<file path="src/rtl/machine_timer_unit_if.sv">
// rtl/machine_timer_unit_if.sv - word-wide register bus into the machine timer
interface machine_timer_unit_if;
  logic        wrEnable;
  logic [3:0]  wrOffset;
  logic [31:0] wrData;
  logic        rdEnable;
  logic [3:0]  rdOffset;
  logic [31:0] rdData;
  logic        rdValid;

  modport master (
    output wrEnable, wrOffset, wrData, rdEnable, rdOffset,
    input  rdData, rdValid
  );

  modport slave (
    input  wrEnable, wrOffset, wrData, rdEnable, rdOffset,
    output rdData, rdValid
  );
endinterface

</file>
<file path="src/rtl/machine_timer_unit.sv">
// rtl/machine_timer_unit.sv - RISC-V mtime/mtimecmp timer with prescaler and level interrupt
module machine_timer_unit #(
  parameter int PRESCALE = 1
) (
  input  logic                        clk,
  input  logic                        rst,
  input  logic                        timerStop,
  machine_timer_unit_if.slave         bus,
  output logic                        reqTimerInterrupt
);

  localparam logic [15:0] PRESCALE_MAX = 16'(PRESCALE - 1);

  logic [15:0] prescaler;
  logic [63:0] mtime;
  logic [63:0] mtimecmp;

  logic        tick;
  logic        wrAligned;
  logic        rdAligned;
  logic [15:0] prescalerNext;
  logic [63:0] mtimeNext;
  logic [63:0] mtimecmpNext;
  logic [31:0] rdWord;

  assign tick      = !timerStop && (prescaler == PRESCALE_MAX);
  assign wrAligned = bus.wrEnable && (bus.wrOffset[1:0] == 2'b00);
  assign rdAligned = bus.rdOffset[1:0] == 2'b00;

  always_comb begin
    prescalerNext = prescaler;
    if (!timerStop) begin
      prescalerNext = tick ? 16'd0 : prescaler + 16'd1;
    end
  end

  // A software write to either mtime half overrides the tick for that cycle.
  always_comb begin
    mtimeNext    = mtime;
    mtimecmpNext = mtimecmp;
    if (tick) begin
      mtimeNext = mtime + 64'd1;
    end
    if (wrAligned) begin
      case (bus.wrOffset[3:2])
        2'd0:    mtimeNext    = {mtime[63:32], bus.wrData};
        2'd1:    mtimeNext    = {bus.wrData, mtime[31:0]};
        2'd2:    mtimecmpNext = {mtimecmp[63:32], bus.wrData};
        default: mtimecmpNext = {bus.wrData, mtimecmp[31:0]};
      endcase
    end
  end

  always_comb begin
    rdWord = 32'd0;
    if (rdAligned) begin
      case (bus.rdOffset[3:2])
        2'd0:    rdWord = mtime[31:0];
        2'd1:    rdWord = mtime[63:32];
        2'd2:    rdWord = mtimecmp[31:0];
        default: rdWord = mtimecmp[63:32];
      endcase
    end
  end

  always_ff @(posedge clk) begin
    if (!rst) begin
      prescaler         <= 16'd0;
      mtime             <= 64'd0;
      mtimecmp          <= 64'hFFFF_FFFF_FFFF_FFFF;
      bus.rdData        <= 32'd0;
      bus.rdValid       <= 1'b0;
      reqTimerInterrupt <= 1'b0;
    end else begin
      prescaler         <= prescalerNext;
      mtime             <= mtimeNext;
      mtimecmp          <= mtimecmpNext;
      bus.rdValid       <= bus.rdEnable;
      reqTimerInterrupt <= mtime >= mtimecmp;
      if (bus.rdEnable) begin
        bus.rdData <= rdWord;
      end
    end
  end

endmodule

</file>
<file path="src/flat_wrapper.sv">
// flat-port wrapper written by rule: the top's interface ports become plain ports
module machine_timer_unit_flat 
#(
  parameter int PRESCALE = 1
)
  (clk, rst, timerStop, reqTimerInterrupt, bus_wrEnable, bus_wrOffset, bus_wrData, bus_rdEnable, bus_rdOffset, bus_rdData, bus_rdValid);
  machine_timer_unit_if bus_i ();
  input  logic clk;
  input  logic rst;
  input  logic timerStop;
  output logic reqTimerInterrupt;
  input wire logic [$bits(bus_i.wrEnable)-1:0] bus_wrEnable;
  input wire logic [$bits(bus_i.wrOffset)-1:0] bus_wrOffset;
  input wire logic [$bits(bus_i.wrData)-1:0] bus_wrData;
  input wire logic [$bits(bus_i.rdEnable)-1:0] bus_rdEnable;
  input wire logic [$bits(bus_i.rdOffset)-1:0] bus_rdOffset;
  output wire logic [$bits(bus_i.rdData)-1:0] bus_rdData;
  output wire logic [$bits(bus_i.rdValid)-1:0] bus_rdValid;
  assign bus_i.wrEnable = bus_wrEnable;
  assign bus_i.wrOffset = bus_wrOffset;
  assign bus_i.wrData = bus_wrData;
  assign bus_i.rdEnable = bus_rdEnable;
  assign bus_i.rdOffset = bus_rdOffset;
  assign bus_rdData = bus_i.rdData;
  assign bus_rdValid = bus_i.rdValid;
  machine_timer_unit #(.PRESCALE(PRESCALE)) u_core (.clk(clk), .rst(rst), .timerStop(timerStop), .bus(bus_i), .reqTimerInterrupt(reqTimerInterrupt));
endmodule
</file>
<file path="config.mk">
export PLATFORM = sky130hd
export DESIGN_NAME = machine_timer_unit_flat
export DESIGN_NICKNAME = d
export VERILOG_FILES = /design/src/rtl/machine_timer_unit_if.sv /design/src/rtl/machine_timer_unit.sv /design/src/flat_wrapper.sv
export SDC_FILE = /design/constraint.sdc
export NUM_CORES = 1
export LEC_CHECK = 0
export CORE_MARGIN = 2
export CORE_UTILIZATION = 50
export DETAILED_ROUTE_END_ITERATION = 6
export PLACE_DENSITY = 0.76
export SLEW_MARGIN = 10
export SYNTH_ARGS = -nofsm -noshare
export SYNTH_HDL_FRONTEND = slang
export SYNTH_SLANG_ARGS = --single-unit
</file>
<file path="constraint.sdc">
create_clock -name clk -period 2.2 [get_ports clk]
set_input_delay 0.66 -clock clk [delete_from_list [all_inputs] [get_ports clk]]
set_output_delay 0.66 -clock clk [all_outputs]
set_load 0.01 [all_outputs]
</file>
-- Word-level counts from Yosys, hierarchy flattened
Index checks and enable logic that the tools add are counted.
- register bits after elaboration: 178
- input port bits: 45
- output and inout bits: 34
- word-level logic and storage cells: 37
- $add $sub $neg: 2
- order comparisons: 1
- equal/unequal tests: 6
- muxes and demuxes: 7
- bitwise logic cells: 2
- reduce and logical (&&, ||, !) cells: 11
- operators with widths (cell ; number):
    64-bit case mux with 2 select lines ; 2
    64-bit two-way mux ; 2
    32-bit case mux with 3 select lines ; 1
    64-bit by 1-bit adder with 64-bit output (second input constant) ; 1
    64-bit greater-or-equal comparator ; 1
    32-bit two-way mux ; 1
    16-bit by 1-bit adder with 16-bit output (second input constant) ; 1
    16-bit zero test ; 1
    16-bit two-way mux ; 1
    2-bit zero test ; 4
    3-bit AND reduction ; 2
    2-bit by 1-bit equality test with 1-bit output (second input constant) ; 2
    2-bit equality test (second input constant) ; 2
    2-bit != test (second input constant) ; 2
    1-bit logical AND ; 2
    1-bit NOT ; 2
    2-bit OR reduction ; 1
    1-bit zero test ; 1

-- Logic depth before layout (Yosys ltp)
- word-level depth: 5
- mapped depth: 9
- depth with buffers taken out: 8

-- Worst setup path before layout
OpenSTA, ideal clock, no wires.
- path type: input to register
- start: input port timerStop
- end: register u_core.mtime[42]
- library setup time: 70 ps
- arrival: 2307 ps
- data required time: 2130 ps
- setup slack: -177 ps
- stages on the path: 7
- buffers on the path: 1
- cells stage by stage: nor4_4 -> and4_1 -> buf_2 -> nand4_2 -> nor3_4 -> mux2_1 -> a21oi_1
- word-level cells in the longest chain between the ends: 5
- RTL lines (element ; RTL line ; RTL):
    start: declaration ; flat_wrapper.sv:10 ; input logic timerStop;
    1-bit zero test (*) ; n/a ;
    1-bit logical AND (*) ; machine_timer_unit.sv:26 ; assign tick = !timerStop && (prescaler == PRESCALE_MAX);
    64-bit two-way mux (*) ; machine_timer_unit.sv:41 ; if (tick) begin
    64-bit case mux with 2 select lines ; machine_timer_unit.sv:45 ; case (bus.wrOffset[3:2])
    64-bit two-way mux (*) ; machine_timer_unit.sv:44 ; if (wrAligned) begin
    end signal: assignment ; machine_timer_unit.sv:76 ; mtime <= mtimeNext;
    end: declaration ; machine_timer_unit.sv:15 ; logic [63:0] mtime;
Every way passes the cells marked *; elsewhere a longest branch is shown, timed or not.
A chain may end at the register's enable or synchronous reset.

-- Worst setup path in the final report
- start: register u_core.mtimecmp[61]
- end: register u_core.reqTimerInterrupt
- word-level cells in the longest chain between the ends: 1
- RTL lines (element ; RTL line ; RTL):
    start: declaration ; machine_timer_unit.sv:16 ; logic [63:0] mtimecmp;
    start signal: assignment ; machine_timer_unit.sv:77 ; mtimecmp <= mtimecmpNext;
    64-bit greater-or-equal comparator ; machine_timer_unit.sv:79 ; reqTimerInterrupt <= mtime >= mtimecmp;
    end signal: assignment ; machine_timer_unit.sv:79 ;
    end: declaration ; machine_timer_unit.sv:9 ; output logic reqTimerInterrupt
No other way between the ends.

==> results.md <==
- Status: finished, violations left
- Failing checks: setup timing
- Final Wtd Congestion: 0.9649
- CTS tree: yes
- Synth Area in Adders: 8.153%
- Compound-cell area share of the yosys netlist: 20.15%
- Sink Count: 178
- Core area: 20230 µm²
- Net switching power: 1.858 mW
- H-tree level count: 4
- Final Max Slew Viols: 0
- Critical path fanouts, max: 2
- Worst EP required: 2.59 ns
- Die area: 21730 µm²
- Rel. slew slack: 60.41%
- HPWL after DPL: 23.78 mm
- RSZ-0062 raised after global routing: yes
- Met3 WL: 2.912 mm
- Max Root-Sink Buffers: 2
- Syn Inst Count: 1189
- Internal power: 5.512 mW
- Top-Level Pins: 79
- Power, Total: 7.369 mW
- CP startpoint: u_core.mtimecmp[61]
- Seq/Total Area, Yosys: 34.66%
- CP cell instances: inv_1, ha_1, nand4_1, nor3_1, nand4_1, o41ai_2, buf_4
- Hold Vio Cnt, Final: 0
- Setup violators final: 2
- Worst hold slack: 0.5061 ns
- M1 wire length: 14.06 mm
- Max-cap violation count: 0
- Final ANT Viol Nets: 0
- Main flop type after synthesis: dfxtp_1
- Actual slew at the worst max-slew pin: 0.5893 ns
- Switch share: 25.21%
- Largest family of logic cells by synthesized area: simple AND/OR/NAND/NOR gates
- Post-Syn Area: 10280 µm²
- Yosys warns: 0
- Post-synth EDFFs: 0
- Total GRT Usage: 31.11%
- Count of cell types in the netlist: 68
- Final setup skew: 0.007432 ns
- Top sig layer: met4
- Cell mode on critical path: nand4_1
- Placed Area: 12600 µm²
- Hold_sp: u_core.mtimecmp[16]
- Largest net degree at the start of global routing: 34
- Final WS setup: -0.1426 ns
- Post-Syn Nets: 1301
- CTS root buf: clkbuf_16
- Worst-Skew Late Latency: 0.44 ns
- Yosys reg bits: 178
- Simple-gate share of the synthesized area: 22.56%
- Critical Path Start Type: flip-flop
- Overall die height: 147.4 µm
- Initial antenna violation count: 0
- Leakage: 5.857 nW
- Vias in the first global route: 10.15k
- Fin crit share: 106.5%
- Row count: 52
- Pwr per Cell Area: 538.4 nW/µm²
- Worst hold path class: reg -> reg
- Met2 WL post-DR: 15.78 mm
- Post-route cell area: 13690 µm²
- Vias: 10.57k
- Clock network power share: 43.4%
- Setup TNS: -0.1504 ns
- Worst path max stage delay: 0.52 ns
- DIE WIDTH: 147.4 µm
- Average wire per cell in the routed design: 20.21 µm
- Clock transition at path regs: 0.07 ns
- Post-layout minimum cycle time: 2.343 ns
- Port-buffer cells: 78
- Vias per inst: 6.289
- Crit. End Element: flip-flop
- Starting Density: 50.82%
- Residual DRC count: 0
- Fmax: 0.4269 GHz
- Maximum VDD drop: 517.8 µV
- Ys async rst share: 0%
- Mux cell area share after synthesis: 8.068%
- FF-to-FF Start: u_core.mtimecmp[61]
- DR pass1 iterations: 6
- Share of cells above drive strength 1: 24.45%
- TritonCTS Buffers: 17
- Syn avg cell area: 8.648 µm²
- Sequential power share: 45.4%
- Crit Path Class: reg -> reg
- P&R area growth vs syn: 33.11%
- First-pass GRT wire length: 53.81 mm
- # diodes: 0
- Slowest stage cell, crit path: nor3_1
- Final nets: 1511
- DR iter-0 viols: 1244
- Crit path DAT: 2.73 ns
- Grt ovf: 0
- Final wirelength: 33.97 mm
- Gate power share: 11.2%
- XOR/XNOR Fraction of Synth Area: 1.107%
[sequential cells by signal (all words and copies together) (netlist names)]
| name | count |
|---|---|
| u_core.mtimecmp | 64 |
| u_core.bus.rdValid | 1 |
| u_core.prescaler | 16 |
| u_core.reqTimerInterrupt | 1 |
| u_core.bus.rdData | 32 |
| u_core.mtime | 64 |
[layout by cell type (no fill, tap or decap), types with 6 or more instances in the layout]
cell / instances
a211oi_1: 18
a21o_1: 13
a21oi_1: 81
a311oi_1: 15
a31oi_1: 13
a32oi_1: 6
and3_1: 20
and4_1: 6
buf_12: 18
buf_4: 155
buf_6: 10
clkbuf_16: 17
clkdlybuf4s50_1: 71
dfxtp_1: 156
dfxtp_2: 21
ha_1: 60
ha_4: 7
inv_1: 64
inv_2: 9
mux4_2: 32
nand2_1: 134
nand3_1: 19
nand3_2: 8
nand4_1: 35
nor2_1: 86
nor2b_1: 34
nor3_1: 18
nor4_4: 7
o211ai_1: 76
o21ai_0: 48
or3_1: 11
xor2_1: 8
[worst max-delay path: cells and delay by family, from the launching register on]
| kind | cells | cell delay (ns) |
|---|---|---|
| buffers and inverters | 2 | 0.26 |
| adder cells (fa/ha/maj) | 1 | 0.32 |
| flip-flops | 1 | 0.34 |
| AO/OA/AOI/OAI | 1 | 0.43 |
| AND/OR/NAND/NOR | 3 | 0.95 |
[synth_stat cells (all sizes together), types with 5 or more instances]
library cell | instances | area (µm²)
o21a | 5 | 37.54
o221ai | 5 | 43.79
buf | 9 | 42.54
nor2b | 34 | 212.7
o21ai | 50 | 250.2
mux4 | 32 | 720.7
a21oi | 83 | 415.4
and2 | 6 | 37.53
nor2 | 91 | 346.6
inv | 72 | 270.3
a21o | 13 | 97.59
nor4 | 13 | 171.4
or3 | 11 | 68.82
and4 | 9 | 78.83
nand2b | 6 | 37.54
a32oi | 6 | 52.55
nor3 | 24 | 141.4
ha | 67 | 838.3
a211oi | 19 | 142.6
a31oi | 14 | 87.58
nand3 | 28 | 145.1
mux2 | 7 | 78.82
and3 | 22 | 137.6
xor2 | 8 | 70.07
a311oi | 16 | 140.1
dfxtp | 178 | 3563
xnor2 | 5 | 43.79
clkbuf | 61 | 229.0
nand4 | 38 | 265.3
nand2 | 134 | 503.0
o211ai | 76 | 570.6
[power groups by stage]
| stage | Sequential (mW) | Combinational (mW) | Clock, mW |
|---|---|---|---|
| global placement | 3.41 | 0.771 | 0 |
| floorplan | 3.42 | 0.380 | 0 |
| global route | 3.35 | 0.881 | 3.33 |
| finish | 3.34 | 0.827 | 3.20 |
| CTS | 3.34 | 0.803 | 3.20 |
| detailed placement | 3.41 | 0.783 | 0 |
[cells by family (layout without fill, tap and decap cells)]
family	after synthesis	count (layout)
AO/OA/AOI/OAI	314	314
XOR/XNOR	13	13
adder cells (fa/ha/maj)	67	67
buffers and inverters	143	365
flip-flops	178	178
multiplexers	42	42
AND/OR/NAND/NOR	432	432
[layout make-up]
cell class | count | area [µm²]
well taps | 270 | 337.8
fillers | 1527 | 6548
clock inverters | 11 | 153.9
clock buffers | 20 | 446.7
multi-input cells | 868 | 6479
flip-flops and latches | 178 | 3593
repair buffers | 261 | 2402
inverters | 73 | 274.0
[per-layer routing]
metal	vias up	global-route usage, %
met1	5027	41.43
met4	0	11.49
met3	126	5.772
met5	-	0
li1	4818	-
met2	601	50.72
[repair_timing]
item / in CTS / in global routing
cloned: 1 / 0
hold buffers: 0 / 0
setup endpoints to repair: 65 / 36
pin swaps: 25 / 34
resized for setup: 43 / 54
buffers inserted: 15 / 5
hold endpoints to repair: 0 / 0
[path summary, 6_finish.rpt]
check	to	slack, ns	depth (start not counted)
setup / recovery	u_core.reqTimerInterrupt	-0.14	7
hold / removal	u_core.mtimecmp[16]	0.51	2
setup reg to reg	u_core.reqTimerInterrupt	-0.14	7
hold reg to reg	u_core.mtimecmp[16]	0.51	2
[stage by stage]
step                      cells  worst slack, ns  utilization [%]
after detailed placement   1629          -0.8350            62.25
after global routing       1681          -0.2127            67.64
final                      1681          -0.1426            67.64
after CTS                  1676          -0.1225            66.52
after global placement     1629          -0.7596            62.25
after floorplan            1189         -0.05958                -
No activity file was read; power rests on OpenSTA's default activity.
==> variant (same flow settings) <==
Register the output `reqTimerInterrupt` once more, with the module's reset; this adds one clock of latency there. The other outputs are not delayed to match.
--- a/src/rtl/machine_timer_unit.sv
+++ b/src/rtl/machine_timer_unit.sv
@@ -10,6 +10,8 @@
 );
 
   localparam logic [15:0] PRESCALE_MAX = 16'(PRESCALE - 1);
+
+  logic reqTimerInterrupt_s0;
 
   logic [15:0] prescaler;
   logic [63:0] mtime;
@@ -70,18 +72,26 @@
       mtimecmp          <= 64'hFFFF_FFFF_FFFF_FFFF;
       bus.rdData        <= 32'd0;
       bus.rdValid       <= 1'b0;
-      reqTimerInterrupt <= 1'b0;
+      reqTimerInterrupt_s0 <= 1'b0;
     end else begin
       prescaler         <= prescalerNext;
       mtime             <= mtimeNext;
       mtimecmp          <= mtimecmpNext;
       bus.rdValid       <= bus.rdEnable;
-      reqTimerInterrupt <= mtime >= mtimecmp;
+      reqTimerInterrupt_s0 <= mtime >= mtimecmp;
       if (bus.rdEnable) begin
         bus.rdData <= rdWord;
       end
     end
   end
 
+  always_ff @(posedge clk) begin
+    if (!rst) begin
+      reqTimerInterrupt <= '0;
+    end else begin
+      reqTimerInterrupt <= reqTimerInterrupt_s0;
+    end
+  end
+
 endmodule
 
Behaviour: not the same (a bounded check fails within 4 cycles, from zero or initial values and one cycle with rst low).
==> variant against the unedited design <==
  * Critical path type unchanged
  * Area after synthesis rose by 3.1%
  * The run still ends with negative setup slack left
  * Via count rose by 5.2%
  * Fmax fell by 0.40%
  * Setup slack got worse by 9.5 ps
  * Wire length rose by 5.9%
  * Cell area rose by 4.3%
  * Power rose by 5.2%
  * Sequential cell count rose by 1
==> variant: results <==
group,metric,value,unit
status,run_status,"finished with violations",
status,failed_checks,"negative setup slack",
clocking,cts-resized-gates,48,
final_layout,insertedDiodeCount,0,
worst_setup_path,max_stage_delay,450,ps
final_layout,final_layout_size_suffix_gt1_share,25.1,%
placement,pre_cts_slack,-644,ps
worst_setup_path,worst-path-max-fanout,2,
pwr,power_switching,1.95,mW
final_layout,total_number_of_multi_input_combinational_cells,924,
sta,final_critical_path_setup_slack,-152,ps
pwr,p_seq,3.37,mW
final_layout,layout_top_registers,"u_core.mtime: 64 flops, u_core.mtimecmp: 64 flops, u_core.bus.rdData: 32 flops",
clocking,cts.repair_timing.setup_buffer_count,6,
sta,setup_total_negative_slack,-164,ps
placement,dp_hpwl,25.6,mm
yosys,syn_nets,1368,
final_layout,final-clk-cell-share,4.57,%
sta,achievable-frequency,0.425,GHz
global_routing,via_count_of_the_first_global_routing_pass,10785,
final_layout,num-nonclk-buffers,282,
global_routing,grt_start_max_net_pins,57,
routing,routedWlPerCell,20.4,um
global_routing,wire_length_of_the_first_global_routing_pass,56.8,mm
placement,gp_congestion,1.02,
final_layout,multi_input_area_share,48.3,%
pwr,worst_ir_drop_vdd,0.000570,V
global_routing,global_route.usage.total,32.3,%
routing,vias_per_cell,6.31,
final_layout,layout.nets,1588,
worst_setup_path,worst_path_max_delay_cell,"sky130_fd_sc_hd__nor4b_4",
yosys,syn-instance-count,1256,
global_routing,grt_antenna_before_repair,0,
routing,detail_route.wirelength,36.0,mm
yosys,synth_cell_type_count,61,
yosys,synth_seq_area_share,33.8,%
placement,detailed_place.area,13200,um2
final_layout,final-seq-area,3610,um2
pwr,seqPwrFrac,43.5,%
final_layout,flops_and_latches,179,
final_layout,design_area,14300,um2
yosys,ys_top_cells_by_area,"sky130_fd_sc_hd__dfxtp_1 34%, sky130_fd_sc_hd__ha_1 7.9%, sky130_fd_sc_hd__mux4_2 6.6%, sky130_fd_sc_hd__nand2_1 4.8%, sky130_fd_sc_hd__o211ai_1 4.7%",
final_layout,layout.clock_buffers,18,
pwr,power.leakage,6.05,nW
final_layout,buffer_area_share,17.5,%
sta,setup_viol_count_final,2,
placement,portBuffers,78,
sta,worstMarginPinSlew,844,ps
final_layout,fillCellCount,1637,
worst_setup_path,cp_data_arrival_time,2650,ps
sta,final.setup_skew,13.1,ps
routing,first_iter_violations,1330,
placement,post-place-cells,1724,
yosys,syn_avg_cell_area,8.44,um2
yosys,synth_commonest_cells,"179 x sky130_fd_sc_hd__dfxtp_1, 137 x sky130_fd_sc_hd__nand2_1, 89 x sky130_fd_sc_hd__nor2_1",
final_layout,n_all_inverters,72,
pwr,power_frac_clock,44.3,%
variant: changes by cell type after synthesis, moves of 6 or more:
cell / before / now
sky130_fd_sc_hd__nor4_1: 7 / 22
sky130_fd_sc_hd__o22ai_1: 2 / 10
sky130_fd_sc_hd__mux2_2: 3 / 12
sky130_fd_sc_hd__a21o_1: 13 / 2
sky130_fd_sc_hd__a311oi_1: 16 / 3
sky130_fd_sc_hd__nor2b_1: 34 / 42
sky130_fd_sc_hd__clkbuf_1: 61 / 74
sky130_fd_sc_hd__mux2i_1: 3 / 18
sky130_fd_sc_hd__xor2_1: 8 / 31
sky130_fd_sc_hd__nor3_1: 21 / 15
sky130_fd_sc_hd__nand4_1: 35 / 54
sky130_fd_sc_hd__nand3_1: 27 / 42
sky130_fd_sc_hd__o211ai_1: 76 / 67
variant: kinds of logic after synthesis:
group | after synthesis | share of synthesized area [%]
compound gates | 283 | 17.0
xor+xnor | 36 | 2.97
fa+ha+maj | 67 | 7.90
buf+inv | 153 | 5.50
flops | 179 | 33.8
mux | 62 | 9.80
simple gates | 476 | 23.1
variant: final timing paths:
check / startpoint / to / slack (ps) / cells past startpoint
min reg2reg: u_core.reqTimerInterrupt_s0 / u_core.reqTimerInterrupt / 470 / 1
max reg2reg: u_core.mtimecmp[12] / u_core.reqTimerInterrupt_s0 / -150 / 9
max: u_core.mtimecmp[12] / u_core.reqTimerInterrupt_s0 / -150 / 9
min: u_core.reqTimerInterrupt_s0 / u_core.reqTimerInterrupt / 470 / 1
variant: routing by layer:
layer,part of all wire (%),GRT usage [%],vias to the layer above
met3,8.6,5.88,110
met5,0,0,-
met4,3.5,12.2,0
met1,41,42.6,5348
met2,47,53.0,601
li1,-,-,5067
